`src/rtl/spi_pkg.sv`:
```
// Shared types and constants for the SPI master: state encoding and counter sizing.
package spi_pkg;

    localparam int DATA_WIDTH_DEF = 8;
    localparam int BIT_CNT_W      = $clog2(DATA_WIDTH_DEF + 1);

    typedef enum logic [2:0] {
        IDLE,
        SETUP,
        SCK_HIGH,
        SCK_LOW,
        HOLD,
        DONE
    } spi_state_e;

    // Bit-counter width for an arbitrary word size (must hold the value n).
    function automatic int bit_cnt_w(input int n);
        return $clog2(n + 1);
    endfunction

endpackage

```
`src/rtl/spi_master_if.sv`:
```
// System-side request/response bundle of the SPI master.
interface spi_master_if #(
    parameter int DATA_WIDTH = 8
);
    logic                  start;
    logic [DATA_WIDTH-1:0] tx_data;
    logic [DATA_WIDTH-1:0] rx_data;
    logic                  busy;
    logic                  done;

    // master: the requesting control logic; slave: the spi_master block itself.
    modport master (output start, output tx_data, input rx_data, input busy, input done);
    modport slave  (input start, input tx_data, output rx_data, output busy, output done);
endinterface

```
`src/rtl/spi_master_clk_tick.sv`:
```
// Half-period timer: reloads with CLK_DIV-1 and pulses tick each time it expires.
module spi_clk_tick #(
    parameter int CLK_DIV = 2
) (
    input  logic clk,
    input  logic reset_n,
    input  logic clear,
    input  logic en,
    output logic tick
);
    localparam int CNT_W = (CLK_DIV > 1) ? $clog2(CLK_DIV) : 1;
    localparam logic [CNT_W-1:0] RELOAD = CNT_W'(CLK_DIV - 1);

    logic [CNT_W-1:0] cnt_q;
    logic [CNT_W-1:0] cnt_d;

    assign tick = en && (cnt_q == '0);

    always_comb begin
        cnt_d = cnt_q;
        if (clear) begin
            cnt_d = RELOAD;
        end else if (en) begin
            cnt_d = (cnt_q == '0) ? RELOAD : cnt_q - CNT_W'(1);
        end
    end

    always_ff @(posedge clk or negedge reset_n) begin
        if (!reset_n) begin
            cnt_q <= '0;
        end else begin
            cnt_q <= cnt_d;
        end
    end
endmodule

```
`src/rtl/spi_master.sv`:
```
// SPI master, mode 0 (SCLK idle low), MSB first, one full-duplex word per start.
// Build option SPI_MASTER_LOOPBACK_EN: capture MOSI instead of the MISO pin (self-test).
module spi_master
    import spi_pkg::*;
#(
    parameter int DATA_WIDTH = DATA_WIDTH_DEF,
    parameter int CLK_DIV    = 2
) (
    input  logic         clk,
    input  logic         reset_n,
    spi_master_if.slave  bus,
    output logic         SCLK,
    output logic         CS,
    output logic         MOSI,
    input  logic         MISO
);
    localparam int BCW = bit_cnt_w(DATA_WIDTH);

    spi_state_e            state_q, state_d;
    logic [DATA_WIDTH-1:0] tx_shift_q, tx_shift_d;
    logic [DATA_WIDTH-1:0] rx_shift_q, rx_shift_d;
    logic [DATA_WIDTH-1:0] rx_data_q, rx_data_d;
    logic [BCW-1:0]        bit_cnt_q, bit_cnt_d;
    logic                  sclk_q, sclk_d;
    logic                  cs_q, cs_d;
    logic                  mosi_q, mosi_d;
    logic                  busy_q, busy_d;
    logic                  done_q, done_d;
    logic                  accept;
    logic                  tick;
    logic                  tick_en;
    logic                  cap_bit;
    logic [DATA_WIDTH-1:0] tx_next;

`ifdef SPI_MASTER_LOOPBACK_EN
    logic unused_miso;
    assign unused_miso = MISO;
    // mosi_q still holds the bit on the wire when SCLK falls, so rx mirrors tx.
    assign cap_bit = mosi_q;
`else
    assign cap_bit = MISO;
`endif

    assign tick_en = (state_q != IDLE) && (state_q != DONE);
    assign tx_next = tx_shift_q << 1;

    spi_clk_tick #(
        .CLK_DIV (CLK_DIV)
    ) u_tick (
        .clk     (clk),
        .reset_n (reset_n),
        .clear   (accept),
        .en      (tick_en),
        .tick    (tick)
    );

    always_comb begin
        state_d    = state_q;
        tx_shift_d = tx_shift_q;
        rx_shift_d = rx_shift_q;
        rx_data_d  = rx_data_q;
        bit_cnt_d  = bit_cnt_q;
        sclk_d     = sclk_q;
        cs_d       = cs_q;
        mosi_d     = mosi_q;
        busy_d     = busy_q;
        done_d     = 1'b0;
        accept     = 1'b0;

        unique case (state_q)
            IDLE: begin
                if (bus.start) begin
                    accept     = 1'b1;
                    state_d    = SETUP;
                    tx_shift_d = bus.tx_data;
                    rx_shift_d = '0;
                    bit_cnt_d  = '0;
                    cs_d       = 1'b0;
                    mosi_d     = bus.tx_data[DATA_WIDTH-1];
                    busy_d     = 1'b1;
                end
            end
            SETUP, SCK_LOW: begin
                if (tick) begin
                    sclk_d  = 1'b1;
                    state_d = SCK_HIGH;
                end
            end
            SCK_HIGH: begin
                if (tick) begin
                    sclk_d     = 1'b0;
                    rx_shift_d = (rx_shift_q << 1) | DATA_WIDTH'(cap_bit);
                    bit_cnt_d  = bit_cnt_q + BCW'(1);
                    // Last bit keeps MOSI stable through HOLD.
                    if (bit_cnt_q < BCW'(DATA_WIDTH - 1)) begin
                        tx_shift_d = tx_next;
                        mosi_d     = tx_next[DATA_WIDTH-1];
                        state_d    = SCK_LOW;
                    end else begin
                        state_d = HOLD;
                    end
                end
            end
            HOLD: begin
                if (tick) begin
                    state_d   = DONE;
                    cs_d      = 1'b1;
                    busy_d    = 1'b0;
                    done_d    = 1'b1;
                    rx_data_d = rx_shift_q;
                    mosi_d    = 1'b0;
                end
            end
            DONE: begin
                state_d = IDLE;
            end
            default: begin
                state_d = IDLE;
            end
        endcase
    end

    always_ff @(posedge clk or negedge reset_n) begin
        if (!reset_n) begin
            state_q    <= IDLE;
            tx_shift_q <= '0;
            rx_shift_q <= '0;
            rx_data_q  <= '0;
            bit_cnt_q  <= '0;
            sclk_q     <= 1'b0;
            cs_q       <= 1'b1;
            mosi_q     <= 1'b0;
            busy_q     <= 1'b0;
            done_q     <= 1'b0;
        end else begin
            state_q    <= state_d;
            tx_shift_q <= tx_shift_d;
            rx_shift_q <= rx_shift_d;
            rx_data_q  <= rx_data_d;
            bit_cnt_q  <= bit_cnt_d;
            sclk_q     <= sclk_d;
            cs_q       <= cs_d;
            mosi_q     <= mosi_d;
            busy_q     <= busy_d;
            done_q     <= done_d;
        end
    end

    assign SCLK        = sclk_q;
    assign CS          = cs_q;
    assign MOSI        = mosi_q;
    assign bus.busy    = busy_q;
    assign bus.done    = done_q;
    assign bus.rx_data = rx_data_q;
endmodule

```
`src/flat_wrapper.sv`:
```
// flat-port wrapper written by rule: the top's interface ports become plain ports
module spi_master_flat import spi_pkg::*;
#(
    parameter int DATA_WIDTH = DATA_WIDTH_DEF,
    parameter int CLK_DIV    = 2
)
  (clk, reset_n, SCLK, CS, MOSI, MISO, bus_start, bus_tx_data, bus_rx_data, bus_busy, bus_done);
  spi_master_if #(.DATA_WIDTH(DATA_WIDTH)) bus_i ();
  input  logic clk;
  input  logic reset_n;
  output logic SCLK;
  output logic CS;
  output logic MOSI;
  input  logic MISO;
  input wire logic [$bits(bus_i.start)-1:0] bus_start;
  input wire logic [$bits(bus_i.tx_data)-1:0] bus_tx_data;
  output wire logic [$bits(bus_i.rx_data)-1:0] bus_rx_data;
  output wire logic [$bits(bus_i.busy)-1:0] bus_busy;
  output wire logic [$bits(bus_i.done)-1:0] bus_done;
  assign bus_i.start = bus_start;
  assign bus_i.tx_data = bus_tx_data;
  assign bus_rx_data = bus_i.rx_data;
  assign bus_busy = bus_i.busy;
  assign bus_done = bus_i.done;
  spi_master #(.DATA_WIDTH(DATA_WIDTH), .CLK_DIV(CLK_DIV)) u_core (.clk(clk), .reset_n(reset_n), .bus(bus_i), .SCLK(SCLK), .CS(CS), .MOSI(MOSI), .MISO(MISO));
endmodule
```
`config.mk`:
```
export PLATFORM = sky130hd
export DESIGN_NAME = spi_master_flat
export DESIGN_NICKNAME = d
export VERILOG_FILES = /design/src/rtl/spi_pkg.sv /design/src/rtl/spi_master_if.sv /design/src/rtl/spi_master_clk_tick.sv /design/src/rtl/spi_master.sv /design/src/flat_wrapper.sv
export SDC_FILE = /design/constraint.sdc
export NUM_CORES = 1
export LEC_CHECK = 0
export CORE_MARGIN = 2
export CORE_UTILIZATION = 52
export CTS_CLUSTER_SIZE = 12
export DETAILED_ROUTE_END_ITERATION = 12
export PLACE_DENSITY = 0.78
export SYNTH_ARGS = -nofsm -noshare
export SYNTH_HDL_FRONTEND = slang
export SYNTH_SLANG_ARGS = --single-unit
```
`constraint.sdc`:
```
create_clock -name clk -period 1.9 [get_ports clk]
set_input_delay 0.19 -clock clk [delete_from_list [all_inputs] [get_ports clk]]
set_output_delay 0.19 -clock clk [all_outputs]
set_load 0.02 [all_outputs]
```
==> impl_metrics.toml <==
[yosys]
synth_fa_ha_area_share_pct = 0.7800
syn_nets = 150
synth_top_family_by_area = "compound AO/OA/AOI/OAI gates"
synth_edf_count = 0
synth-async-reset-ratio_pct = 100.0
ys_top_cells_by_area = "dfrtp_1, a22o_1, mux2_2"
avgSynthCellArea_um2 = 11.71
ys_warn_count = 0
synth_ff_type = "dfrtp_1"
synth_xor_area_share_pct = 0.5460
synth-seq-area-share_pct = 56.24
ys_ff_latch = 36
synth-simple-area-share_pct = 12.56
syn-cell-area_um2 = 1604
synthCells = 137
synth_top_area_share_pct = 54.60
synth_compound_area_share_pct = 16.93
yosysUniqueCellTypes = 30
synth_top_area_cell = "dfrtp_1"
synthMuxAreaShare_pct = 9.438

[cts]
clockBufferDepth = 2
numCtsBuffers = 5
cts_tree = "built"
h-tree-depth = 2
clk_pin_slew_worst_paths_ps = 110
clock_latency_ps = 340
cts-root-buf = "clkbuf_4"
numClockSinks = 36
ctsHoldBuffers = 0

[layout]
final_cell_mix = "dfrtp_1, clkdlybuf4s50_1, nor2_1"
instances_no_fill = 200
syn2layout_area_growth_pct = 24.57
layout.nets = 179
insertedDiodeCount = 0
final_common_cell = "dfrtp_1"
drive_gt1_share_pct = 19.76

[critical_path]
crit_chain = "or4b_4 -> a22oi_4 -> buf_12 -> nor2_1 -> a21oi_1"
start_kind = "flip-flop"
critPathRequiredTime_ps = 2160
end_kind = "flip-flop"
critPathMaxStageDelay_ps = 610
cp_slowest_cell = "or4b_4"
crit_type = "reg -> reg"
critPathArrivalTime_ps = 2070
path_max_fanout = 15

[detailed_routing]
drt-initial-drc-count = 51
wirelength_um = 3069
wl_per_cell_um = 15.35
antenna_left = 0
route.detailed.drc = 0
dr.pass1.iters = 4
route.vias.total = 1152
vias_per_cell = 5.760

[timing]
relSlewSlack_pct = 66.84
tightest_slew_ps = 497.4
fin_crit_sh_pct = 95.39
finalSetupTns_ps = 0
slew_violations = 0
rsz0062_at_grt = "false"
fin_skew_ps = 6.413
hold_viol = 0
finalSetupViolCount = 0
fmax_mhz = 551.7
period_needed_ps = 1812

[global_route]
antenna_found_initial = 0
gr-usage-all-layers_pct = 20.18
grt_max_degree = 37
grt_pass1_vias = 1184
gr-total-overflow = 0
grt_pass1_wl_um = 5168

[floorplan]
dieArea_um2 = 3545
chipWidth_um = 59.54
initial_core_util_pct = 53.42
fp.coreArea_um2 = 3003
rows = 20
die_h_um = 59.54
ioPinCount = 25

[place]
globalplace.congestion = 0.8363
post-dp-hpwl_um = 2211
place_inst = 191
numPortBuffers = 24

[hold_path]
hold_class = "in -> async"

[pwr]
p_leak_uw = 0.0009127
vdd_drop_max_mv = 0.6932
power.density_nw_per_um2 = 1597
p_total_uw = 3192

[outcome]
status = "finished, final reports clean"

[flow_run]
maxCapViolations = 0
-- per-stage QoR --
stage / util, % / setup WS (ps) / hold slack, ps / instance area [um2]
after CTS: 65.33 / 59.83 / 266.3 / 1962
after global placement: 62.67 / 67.17 / 470.8 / 1882
after floorplan: - / 309.4 / -105.6 / 1604
after detailed placement: 62.67 / 19.97 / 478.4 / 1882
final: 66.54 / 87.57 / 263.6 / 1998
after global routing: 66.54 / 7.119 / 283.4 / 1998
-- layout make-up --
cell class / count / area, um2
flip-flops and latches: 36 / 902.1
inverters: 2 / 7.507
well taps: 33 / 41.29
multi-input cells: 90 / 661.9
repair buffers: 31 / 305.3
clock buffers: 5 / 37.54
fillers: 238 / 1005
clock inverters: 3 / 42.54
-- routing by layer --
layer  track usage (%)  routed length (um)  share of wire (%)
met1             23.79                1302                 42
met2             34.07                1632                 53
met3             5.895                  81                2.6
met4             8.889                  53                1.7
met5                 0                   0                  0
-- cells in the mapped netlist (3+ instances only) --
master and instances:
dfrtp_1 35, nor2_1 18, a22o_1 10, a21oi_1 9
mux2_2 7, buf_2 6, o21ai_0 6, mux2i_1 5
nand2_1 5, a21o_1 3, a21oi_2 3, nand2b_1 3
o21ai_1 3
-- sequential cells by signal, summed over array words and instances, names as in the netlist, 3 cells and up --
register,count
u_core.state_q,3
u_core.rx_shift_q,8
u_core.bus.rx_data,8
u_core.tx_shift_q,7
u_core.bit_cnt_q,4
-- cells by family (layout without fill, tap and decap cells) --
family | Yosys count | after routing
buf+inv | 11 | 41
simple gates | 36 | 36
xor+xnor | 1 | 1
fa+ha+maj | 1 | 1
flops | 36 | 36
compound gates | 38 | 38
mux | 14 | 14
-- where the power goes --
part / leakage [uW] / internal (uW) / switching [uW] / total [uW]
sequential: 0.000454 / 1040 / 248 / 1290
clock: 0.0000412 / 274 / 251 / 526
combinational: 0.000417 / 681 / 697 / 1380
-- repair_timing --
action,4_1_cts,5_1_grt
endpoints found under the setup margin,0,8
resized for setup,0,3
setup buffers,0,1
-- critical path, delay by kind of cell (launching register included) --
kind,cells,cell delay (ps)
AND/OR/NAND/NOR,2,650
buffers and inverters,1,160
AO/OA/AOI/OAI,2,340
flip-flops,1,570
-- path summary, 6_finish.rpt --
kind                                        from               endpoint  slack [ps]  cells after the start
setup reg to reg               u_core.state_q[2]   u_core.tx_shift_q[2]          90                      5
max in group asynchronous                reset_n              u_core.CS        1300                      2
hold reg to reg            u_core.bus.rx_data[1]  u_core.bus.rx_data[1]         500                      1
min in group clk                  bus_tx_data[0]   u_core.tx_shift_q[0]         410                      3
hold / removal                           reset_n    u_core.u_tick.cnt_q         260                      2
setup / recovery               u_core.state_q[2]   u_core.tx_shift_q[2]          90                      5
Note: power is estimated with default switching activity, not from simulation.
